## src/rtl/pwm_duty_decoder.sv

```systemverilog
// Recovers the 8-bit duty and the period of an asynchronous PWM line, with timeout detection.
// Optional PWM_DEC_GLITCH_FILTER_EN: requires 2 stable cycles before the measured level changes.
module pwm_duty_decoder #(
    parameter  int PERIOD_LOG2 = 8,
    parameter  int SYNC_STAGES = 2,
    localparam int CNT_W       = PERIOD_LOG2 + 2
) (
    input  logic             clk,
    input  logic             reset,
    input  logic             pwm_in,
    output logic [7:0]       duty_out,
    output logic [CNT_W-1:0] period_out,
    output logic             duty_valid,
    output logic             period_err,
    output logic             stalled
);

    localparam logic [CNT_W-1:0] NOM_PER = CNT_W'(2 ** PERIOD_LOG2);
    localparam logic [CNT_W-1:0] TMO_CNT = CNT_W'(2 ** (PERIOD_LOG2 + 1));
    localparam logic [CNT_W-1:0] ONE     = CNT_W'(1);

    typedef enum logic [1:0] {IDLE, HIGH, LOW, STALL} state_t;

    logic [SYNC_STAGES-1:0] sync_q;
    logic                   pwm_s, pwm_d;
    logic                   lvl, lvl_prev;
    logic                   rise_q, fall_q, lvl_q;
    state_t                 state;
    logic [CNT_W-1:0]       per_cnt, high_cnt, duty_shift;
    logic [7:0]             duty_sat;

    always_ff @(posedge clk) begin
        if (reset) sync_q <= '0;
        else       sync_q <= {sync_q[SYNC_STAGES-2:0], pwm_in};
    end

    assign pwm_s = sync_q[SYNC_STAGES-1];

`ifdef PWM_DEC_GLITCH_FILTER_EN
    logic filt_q;

    // The filtered level follows pwm_s only once pwm_s and its delayed copy agree.
    always_ff @(posedge clk) begin
        if (reset) begin
            pwm_d  <= 1'b0;
            filt_q <= 1'b0;
        end else begin
            pwm_d  <= pwm_s;
            filt_q <= lvl;
        end
    end

    assign lvl      = (pwm_s == pwm_d) ? pwm_s : filt_q;
    assign lvl_prev = filt_q;
`else
    always_ff @(posedge clk) begin
        if (reset) pwm_d <= 1'b0;
        else       pwm_d <= pwm_s;
    end

    assign lvl      = pwm_s;
    assign lvl_prev = pwm_d;
`endif

    always_ff @(posedge clk) begin
        if (reset) begin
            rise_q <= 1'b0;
            fall_q <= 1'b0;
            lvl_q  <= 1'b0;
        end else begin
            rise_q <= lvl & ~lvl_prev;
            fall_q <= ~lvl & lvl_prev;
            lvl_q  <= lvl;
        end
    end

    assign duty_shift = high_cnt >> (PERIOD_LOG2 - 8);
    assign duty_sat   = (duty_shift > CNT_W'(255)) ? 8'hFF : duty_shift[7:0];

    always_ff @(posedge clk) begin
        if (reset) begin
            state      <= IDLE;
            per_cnt    <= '0;
            high_cnt   <= '0;
            duty_out   <= '0;
            period_out <= '0;
            duty_valid <= 1'b0;
            period_err <= 1'b0;
            stalled    <= 1'b0;
        end else begin
            duty_valid <= 1'b0;
            case (state)
                IDLE, HIGH, LOW: begin
                    if (per_cnt == TMO_CNT) begin
                        state      <= STALL;
                        duty_out   <= lvl_q ? 8'hFF : 8'h00;
                        period_out <= '0;
                        period_err <= 1'b0;
                        stalled    <= 1'b1;
                        duty_valid <= 1'b1;
                    end else if (rise_q) begin
                        // Only a rise that closes a full observed period is reported.
                        if (state == LOW) begin
                            duty_out   <= duty_sat;
                            period_out <= per_cnt;
                            period_err <= (per_cnt != NOM_PER);
                            stalled    <= 1'b0;
                            duty_valid <= 1'b1;
                        end
                        state    <= HIGH;
                        high_cnt <= ONE;
                        per_cnt  <= ONE;
                    end else begin
                        per_cnt <= per_cnt + ONE;
                        if (state == HIGH) begin
                            if (fall_q)     state    <= LOW;
                            else if (lvl_q) high_cnt <= high_cnt + ONE;
                        end
                    end
                end
                STALL: begin
                    if (rise_q) begin
                        state    <= HIGH;
                        high_cnt <= ONE;
                        per_cnt  <= ONE;
                    end else if (fall_q) begin
                        state   <= IDLE;
                        per_cnt <= '0;
                    end
                end
                default: state <= IDLE;
            endcase
        end
    end

endmodule

```

## config.mk

```make
export PLATFORM = sky130hd
export DESIGN_NAME = pwm_duty_decoder
export DESIGN_NICKNAME = d
export VERILOG_FILES = /design/src/rtl/pwm_duty_decoder.sv
export SDC_FILE = /design/constraint.sdc
export NUM_CORES = 1
export LEC_CHECK = 0
export BUFFER_PORTS_ARGS = -buffer_cell sky130_fd_sc_hd__clkbuf_2
export CAP_MARGIN = 20
export CORE_MARGIN = 10
export CORE_UTILIZATION = 60
export CTS_CLUSTER_DIAMETER = 50
export DETAILED_ROUTE_END_ITERATION = 8
export GPL_ROUTABILITY_DRIVEN = 0
export PLACE_DENSITY = 0.8
export SLEW_MARGIN = 10
export SYNTH_ARGS = -nofsm -noshare
export SYNTH_HDL_FRONTEND = slang
export SYNTH_SLANG_ARGS = --single-unit
```

## constraint.sdc

```tcl
create_clock -name clk -period 3.9 [get_ports clk]
set_input_delay 0.78 -clock clk [delete_from_list [all_inputs] [get_ports clk]]
set_output_delay 0.78 -clock clk [all_outputs]
set_load 0.01 [all_outputs]
```

==> results.yml, run 1 <==
timing:
  hold_violations: 0
  timing.slew.headroom: 0.407
  post_route_fraction_of_the_period_consumed_by_the_critical_path: 0.585
  finalSetupViolCount: 0
  fin_worst_skew_ns: 0.00809
  tightestPinTransition_ns: 0.881
  setup_tns_ns: 0
  slew_violations: 0
  unrepaired_setup_endpoints_after_global_routing: "false"
  timing.final.ws_setup_ns: 1.62
  min_period_ns: 2.28
  maxClockFrequency_ghz: 0.438
power:
  cellLeakagePower_uw: 0.000843
  switching_share: 0.220
  power_frac_clock: 0.349
  p_seq_frac: 0.611
  net_switching_power_uw: 181
  p_per_area_nw_per_um2: 361
  max-vdd-ir-drop_mv: 0.251
  power_report.internal_total_uw: 643
  combPwrFrac: 0.040
cts:
  cts_buffer_depth: 2
  clockRootBuffer: "sky130_fd_sc_hd__clkbuf_4"
  tritoncts.num_buffers: 5
  ctsResizeCount: 0
  cts_tree: "yes"
  worst_setup_hold_path_clk_slew_ns: 0.13
  post_cts.repair.setup_buffers: 0
  clock_sink_count: 48
  clock_latency_ns: 0.36
  htree_num_levels: 2
  cts_hold_buf: 0
setup_path:
  crit_path_start: "per_cnt[0]"
  crit_type: "reg -> reg"
  r2r-start: "per_cnt[0]"
  critical_path_required_ns: 4.16
  worstPathArrival_ns: 2.55
  worstPathCellList: "inv_1, ha_1, or4b_4, nor4_2, buf_4, a21oi_1, o221a_2"
  worst-path-max-fanout: 17
  critPathCaptureType: "register"
  crit_path_max_incr_delay_ns: 0.50
  slowest_stage: "sky130_fd_sc_hd__or4b_4"
  critPathLaunchType: "register"
placement:
  placement.io_buffers: 23
  place_hpwl_mm: 3.13
  dpl_worst_slack_ns: 1.66
  dp.cells: 276
  placedInstanceArea_sq_um: 2200
floorplanning:
  dieWidth_um: 79.2
  fp.dieH_um: 79.2
  die-area_sq_um: 6270
  floorplan.rows: 21
  boundaryPins: 24
  initial_utilization: 0.624
  core_area_sq_um: 3360
layout:
  drive_gt1_frac: 0.202
  layout_commonest_cell: "sky130_fd_sc_hd__dfxtp_1"
  synthToLayoutAreaGrowth_pct: 8.64
  post-route-util: 0.678
  commonest_non_fill_non_tap_cells_in_the_layout: "sky130_fd_sc_hd__dfxtp_1, sky130_fd_sc_hd__a21oi_1, sky130_fd_sc_hd__clkbuf_2"
  fin_nets: 243
  design_area_sq_um: 2280
  layout.cells.non_filler: 284
  num_antenna_cells: 0
worst_hold_path:
  hold_path_class: "reg -> reg"
  hold_path.startpoint: "sync_q[1]"
synth:
  synthDistinctLibCells: 46
  synth-seq-area-share: 0.458
  top_ff_cell_synth: "sky130_fd_sc_hd__dfxtp_1"
  edff_count_synth: 0
  synthesis.area_sq_um: 2100
  yosys.area.top_type_share: 0.458
  postSynthNetCount: 226
  postSynthRegisterBits: 48
  synthCells: 220
  synthesis.area_per_instance_sq_um: 9.54
  synth_top_cells_by_area: "sky130_fd_sc_hd__dfxtp_1, sky130_fd_sc_hd__a21oi_1, sky130_fd_sc_hd__o221a_2"
  synth_area_leader_cell: "sky130_fd_sc_hd__dfxtp_1"
  postSynth.asyncResetShare: 0
  ys.warnings.count: 0
drt:
  detailed_route_wl_mm: 4.44
  routed_via_density: 6.07
  routed-via-count: 1724
  routedWlPerCell_um: 15.6
  drt-pass1-iter-count: 4
  drc_errors: 0
  drt_first_iter_violations: 130
  detail-route-antenna-nets: 0
run:
  max-cap-violations: 0
global_routing:
  grt_max_degree: 21
  grt_pass1_wl_mm: 7.51
  first_global_vias: 1591
  grt_overflow: 0
  gr-usage-all-layers: 0.146
  antenna_found_initial: 0
outcome:
  status: "finished clean"
==> power groups by stage <==
stage          Clock, uW  Sequential, uW  Combinational [uW]
2_1_floorplan          0             510                29.5
3_3_place_gp           0             514                31.9
3_5_place_dp           0             514                32.4
4_1_cts              292             503                32.7
5_1_grt              308             505                36.7
6_report             287             504                32.9
==> worst paths after layout <==
| check | cells past startpoint | slack (ns) | end |
|---|---|---|---|
| max reg2reg | 7 | 1.62 | duty_out[0] |
| min reg2reg | 1 | 0.41 | fall_q |
| max | 7 | 1.62 | duty_out[0] |
| min | 1 | 0.41 | fall_q |
==> cell usage after synthesis (all sizes together) (6+ instances only) <==
cell type,instances
o221a,8
nand3,6
buf,7
nor3,6
o21ai,9
nand2,12
a21o,6
or4,8
o31ai,10
a21oi,25
inv,6
nor2,6
dfxtp,48
clkbuf,7
a22o,9
==> sequential cells by signal, summed over array words and instances (netlist names), 2 cells and up <==
register	cells
duty_out	8
per_cnt	10
sync_q	2
duty_shift	10
state	2
period_out	10
==> per-layer routing <==
| layer | GRT usage | vias up | part of all wire |
|---|---|---|---|
| met4 | 0.0681 | 0 | 0.016 |
| met1 | 0.196 | 814 | 0.51 |
| li1 | - | 869 | - |
| met3 | 0.0462 | 6 | 0.052 |
| met2 | 0.206 | 35 | 0.43 |
| met5 | 0 | - | 0 |
==> metrics by stage <==
step	hold slack, ns	total power, uW
global placement	0.391	546
CTS	0.413	828
global route	0.445	850
finish	0.410	824
detailed placement	0.392	546
floorplan	0.383	539
==> cell families (layout without fill, tap and decap cells) <==
logic type	count (synthesis)	in the layout	share of synthesized area
simple gates	66	66	0.191
fa+ha+maj	3	3	0.0179
flops	48	48	0.458
xor+xnor	4	4	0.0167
compound gates	79	79	0.271
buf+inv	20	38	0.0465
==> worst max-delay path, delay by kind of cell (launching register included) <==
kind,cells,cell delay [ns]
compound gates,2,0.40
fa+ha+maj,1,0.15
buf+inv,2,0.36
flops,1,0.38
simple gates,2,0.89
==> final cells by class <==
class	count	area, sq um
clock buffers	6	41.3
multi-input cells	152	1040
fillers	290	1080
inverters	6	22.5
flip-flops and latches	48	961
repair buffers	24	123
clock inverters	2	35.0
well taps	46	57.6
Power figures use the tool's default switching activity.
==> inputs of run 2 (changes only) <==
Settings changed: CORE_UTILIZATION 60 to 57, PLACE_DENSITY 0.8 to 0.76.
Clock period 3.9 ns to 2.4 ns, I/O delays scaled along.
==> run 2 against run 1 <==
Effect of this change: sequential power is 62% higher; clock power is 130% higher; register-to-register slack worse by 1.4 ns; cell count is 0.35% higher; combinational power is 74% higher; core utilization is 0.41 points higher; total power is 86% higher; critical endpoint is now period_out[6]; clock-buffer cell count is 1 lower.
==> results.yml, run 2 (same netlist as run 1, synthesis figures left out) <==
timing:
  post_route_fraction_of_the_period_consumed_by_the_critical_path: 0.899
  maxClockFrequency_ghz: 0.463
  hold_violations: 0
  min_period_ns: 2.16
  unrepaired_setup_endpoints_after_global_routing: "false"
  finalSetupViolCount: 0
  tightestPinTransition_ns: 0.968
  timing.slew.headroom: 0.350
  fin_worst_skew_ns: 0.0101
  setup_tns_ns: 0
  slew_violations: 0
layout:
  post-route-util: 0.682
  drive_gt1_frac: 0.209
  synthToLayoutAreaGrowth_pct: 11.9
  fin_nets: 245
  commonest_non_fill_non_tap_cells_in_the_layout: "sky130_fd_sc_hd__dfxtp_1, sky130_fd_sc_hd__a21oi_1, sky130_fd_sc_hd__clkbuf_2"
  layout.cells.non_filler: 285
  layout_commonest_cell: "sky130_fd_sc_hd__dfxtp_1"
  num_antenna_cells: 0
setup_path:
  timing.reg2reg.worst_path_depth: 6
  worstPathBufferInverterCount: 1
  crit_type: "reg -> reg"
  worst-path-max-fanout: 9
  worstPathArrival_ns: 2.39
  critical_path_depth: 6
  critPathCaptureType: "register"
  timing.rr.end: "period_out[6]"
  critPathLaunchType: "register"
  reg2reg_slack_ns: 0.24
  r2r-start: "per_cnt[0]"
  worstPathCellList: "inv_1, ha_1, or4b_4, nor3_1, nor4_2, a22o_1"
  crit_path_max_incr_delay_ns: 0.80
  slowest_stage: "sky130_fd_sc_hd__nor4_2"
  critical_path_required_ns: 2.64
  worst_path_dominant_cell_family: "simple AND/OR/NAND/NOR gates"
cts:
  tritoncts.num_buffers: 5
  htree_num_levels: 2
  clockRootBuffer: "sky130_fd_sc_hd__clkbuf_8"
  cts_buffer_depth: 2
  post_cts.repair.setup_buffers: 0
  worst_setup_hold_path_clk_slew_ns: 0.08
  cts_tree: "yes"
  cts_hold_buf: 0
  clock_latency_ns: 0.30
  clock_sink_count: 48
  ctsResizeCount: 0
worst_hold_path:
  hold_path.startpoint: "sync_q[1]"
  hold_path_class: "reg -> reg"
  timing.hold.worst_path_depth: 1
  holdPathEnd: "fall_q"
drt:
  routed_via_density: 6.39
  drt_first_iter_violations: 247
  routedWlPerCell_um: 17.0
  drt-pass1-iter-count: 4
  routed-via-count: 1821
  detail-route-antenna-nets: 0
  drc_errors: 0
  detailed_route_wl_mm: 4.85
power:
  combPwrFrac: 0.037
  max-vdd-ir-drop_mv: 0.388
  power_report.internal_total_uw: 1240
  power_frac_clock: 0.431
  switching_share: 0.194
  p_seq_frac: 0.532
  cellLeakagePower_uw: 0.000876
  net_switching_power_uw: 297
  p_per_area_nw_per_um2: 653
  p_total_uw: 1530
global_routing:
  globalRouteMet1Util: 0.192
  grt_pass1_wl_mm: 8.29
  busiest_layer: "met2"
  grt_use_met3: 0.0579
  met2_usage: 0.248
  first_global_vias: 1738
  grt_max_degree: 21
  grt_overflow: 0
  gr-usage-all-layers: 0.158
  antenna_found_initial: 0
floorplanning:
  floorplan.rows: 21
  core_area_sq_um: 3440
  die-area_sq_um: 6510
  initial_utilization: 0.610
  fp.dieH_um: 80.7
  boundaryPins: 24
  dieWidth_um: 80.7
placement:
  place_hpwl_mm: 3.40
  dp.cells: 278
  placement.io_buffers: 23
outcome:
  status: "finished clean"
run:
  max-cap-violations: 0
==> run 2: worst register-to-register path: stages (launching register included) <==
cell and delay, ns:
sky130_fd_sc_hd__dfxtp_1 0.42, sky130_fd_sc_hd__inv_1 0.08, sky130_fd_sc_hd__ha_1 0.21, sky130_fd_sc_hd__or4b_4 0.24, sky130_fd_sc_hd__nor3_1 0.07, sky130_fd_sc_hd__nor4_2 0.80
sky130_fd_sc_hd__a22o_1 0.27
==> run 2: how the worst max path moves through the flow <==
stage / endpoint / start
floorplan: period_out[0] / per_cnt[0]
global placement: period_out[0] / per_cnt[0]
detailed placement: period_out[3] / per_cnt[0]
CTS: period_out[3] / per_cnt[0]
global route: period_out[6] / per_cnt[0]
finish: period_out[6] / per_cnt[0]
==> run 2: layer usage <==
metal | vias to the layer above | wire length, um
met3 | 10 | 402
met1 | 863 | 2090
met4 | 0 | 80
met2 | 69 | 2270
li1 | 879 | -
met5 | - | 0
==> run 2: stage by stage <==
step | worst slack [ns] | area, sq um | hold slack [ns]
finish | 0.242 | 2350 | 0.406
global route | 0.0703 | 2350 | 0.414
detailed placement | 0.234 | 2220 | 0.396
global placement | 0.354 | 2220 | 0.399
floorplan | 0.432 | 2100 | 0.383
CTS | 0.203 | 2350 | 0.401
==> run 2: final cells by class <==
class / count / area [sq um]
timing repair buffer: 26 / 138
clock buffer: 5 / 68.8
multi-input combinational: 152 / 1040
sequential: 48 / 961
clock inverter: 2 / 60.1
fill: 271 / 1090
tap: 46 / 57.6
inverter: 6 / 22.5
==> run 2: power by group through the flow <==
stage                     combinational [uW]  clock, uW  sequential (uW)
after CTS                               57.3        672              815
after detailed placement                56.5          0              834
after global placement                  53.4          0              833
final                                   57.3        660              815
after global routing                    63.7        708              817
after floorplan                         47.9          0              829
==> inputs of run 3 (changes only) <==
Settings changed: BUFFER_PORTS_ARGS -buffer_cell sky130_fd_sc_hd__clkbuf_2 to unset, CORE_UTILIZATION 57 to 48, DONT_BUFFER_PORTS set to 1, PLACE_DENSITY 0.76 to 0.61.
==> run 3 against run 2 <==
Effect of this change: first-iteration DRC count shrank 47%; sequential share of layout area rose by 1.9 points; critical path type unchanged; combinational power fell by 12%; largest power group unchanged; critical endpoint is now period_out[9]; hold slack got worse by 0.17 ns; largest cell class unchanged.
==> results.yml, run 3 (same netlist as run 1, synthesis figures left out) <==
outcome:
  status: "finished clean"
power:
  max-vdd-ir-drop_mv: 0.430
  cellLeakagePower_uw: 0.000775
  p_per_area_nw_per_um2: 666
  p_total_uw: 1490
global_routing:
  antenna_found_initial: 0
  grt_overflow: 0
  grt_max_degree: 21
  grt_pass1_wl_mm: 7.71
  first_global_vias: 1601
  gr-usage-all-layers: 0.125
floorplanning:
  core_area_sq_um: 4120
  die-area_sq_um: 7420
  fp.dieH_um: 86.1
  boundaryPins: 24
  initial_utilization: 0.510
  dieWidth_um: 86.1
  floorplan.rows: 23
drt:
  drc_errors: 0
  detailed_route_wl_mm: 4.53
  routed_via_density: 6.17
  routedWlPerCell_um: 16.9
  detail-route-antenna-nets: 0
  routed-via-count: 1654
  drt_first_iter_violations: 132
  drt-pass1-iter-count: 4
timing:
  fin_worst_skew_ns: 0.00785
  min_period_ns: 2.16
  finalSetupViolCount: 0
  setup_tns_ns: 0
  post_route_fraction_of_the_period_consumed_by_the_critical_path: 0.898
  tightestPinTransition_ns: 0.967
  maxClockFrequency_ghz: 0.464
  timing.slew.headroom: 0.350
  unrepaired_setup_endpoints_after_global_routing: "false"
  hold_violations: 0
  slew_violations: 0
run:
  max-cap-violations: 0
layout:
  layout_commonest_cell: "sky130_fd_sc_hd__dfxtp_1"
  fin_nets: 223
  num_antenna_cells: 0
  drive_gt1_frac: 0.133
  commonest_non_fill_non_tap_cells_in_the_layout: "sky130_fd_sc_hd__dfxtp_1, sky130_fd_sc_hd__a21oi_1, sky130_fd_sc_hd__nand2_1"
  synthToLayoutAreaGrowth_pct: 6.85
cts:
  worst_setup_hold_path_clk_slew_ns: 0.09
  clock_sink_count: 48
  cts_tree: "yes"
  clockRootBuffer: "sky130_fd_sc_hd__clkbuf_8"
  clock_latency_ns: 0.30
  cts_hold_buf: 0
  tritoncts.num_buffers: 5
  ctsResizeCount: 0
  cts_buffer_depth: 2
  htree_num_levels: 2
  post_cts.repair.setup_buffers: 0
setup_path:
  critical_path_required_ns: 2.59
  critPathLaunchType: "register"
  crit_type: "reg -> reg"
  crit_path_max_incr_delay_ns: 0.51
  slowest_stage: "sky130_fd_sc_hd__or4b_4"
  critPathCaptureType: "register"
  worst-path-max-fanout: 9
  worstPathArrival_ns: 2.35
  worstPathCellList: "inv_1, ha_1, or4b_4, o31a_1, o21ba_1, a22o_1"
placement:
  place_hpwl_mm: 3.21
  placement.io_buffers: 0
worst_hold_path:
  hold_path_class: "in -> reg"
[run 3: power breakdown]
part,internal [uW],switching (uW),total (uW)
registers,804,11.0,815
clock network,368,261,628
logic,20.4,30.1,50.5
[run 3: worst paths after layout]
| path | start | endpoint | slack [ns] | cells past startpoint |
|---|---|---|---|---|
| setup / recovery | per_cnt[0] | period_out[9] | 0.24 | 6 |
| hold / removal | reset | per_cnt[1] | 0.24 | 1 |
| setup reg to reg | per_cnt[0] | period_out[9] | 0.24 | 6 |
| hold reg to reg | sync_q[1] | fall_q | 0.41 | 1 |
[run 3: metrics by stage]
stage	setup slack (ns)	utilization	hold WS, ns	cells	cell area, sq um
final	0.245	0.545	0.238	268	2240
after global routing	0.0868	0.545	0.223	268	2240
after CTS	0.226	0.545	0.230	268	2240
after detailed placement	0.257	0.514	0.402	260	2120
after global placement	0.337	0.514	0.396	260	2120
after floorplan	0.432	-	0.383	220	2100
[run 3: metal layers]
layer	routed length [um]	GRT usage
met5	0	0
met4	60	0.0464
met3	317	0.0520
met2	1880	0.179
met1	2280	0.163
[run 3: final cells by class]
cell class,instances,area (sq um)
Clock inverter,1,30.0
Inverter,6,22.5
Fill cell,387,1870
Tap cell,50,62.6
Clock buffer,7,96.3
Multi-Input combinational cell,152,1040
Timing Repair Buffer,4,30.0
Sequential cell,48,961
[run 3: critical path, delay by kind of cell, from the launching register on]
family / cells / cell delay [ns]
flops: 1 / 0.37
simple gates: 1 / 0.51
fa+ha+maj: 1 / 0.16
buf+inv: 1 / 0.09
compound gates: 3 / 0.92
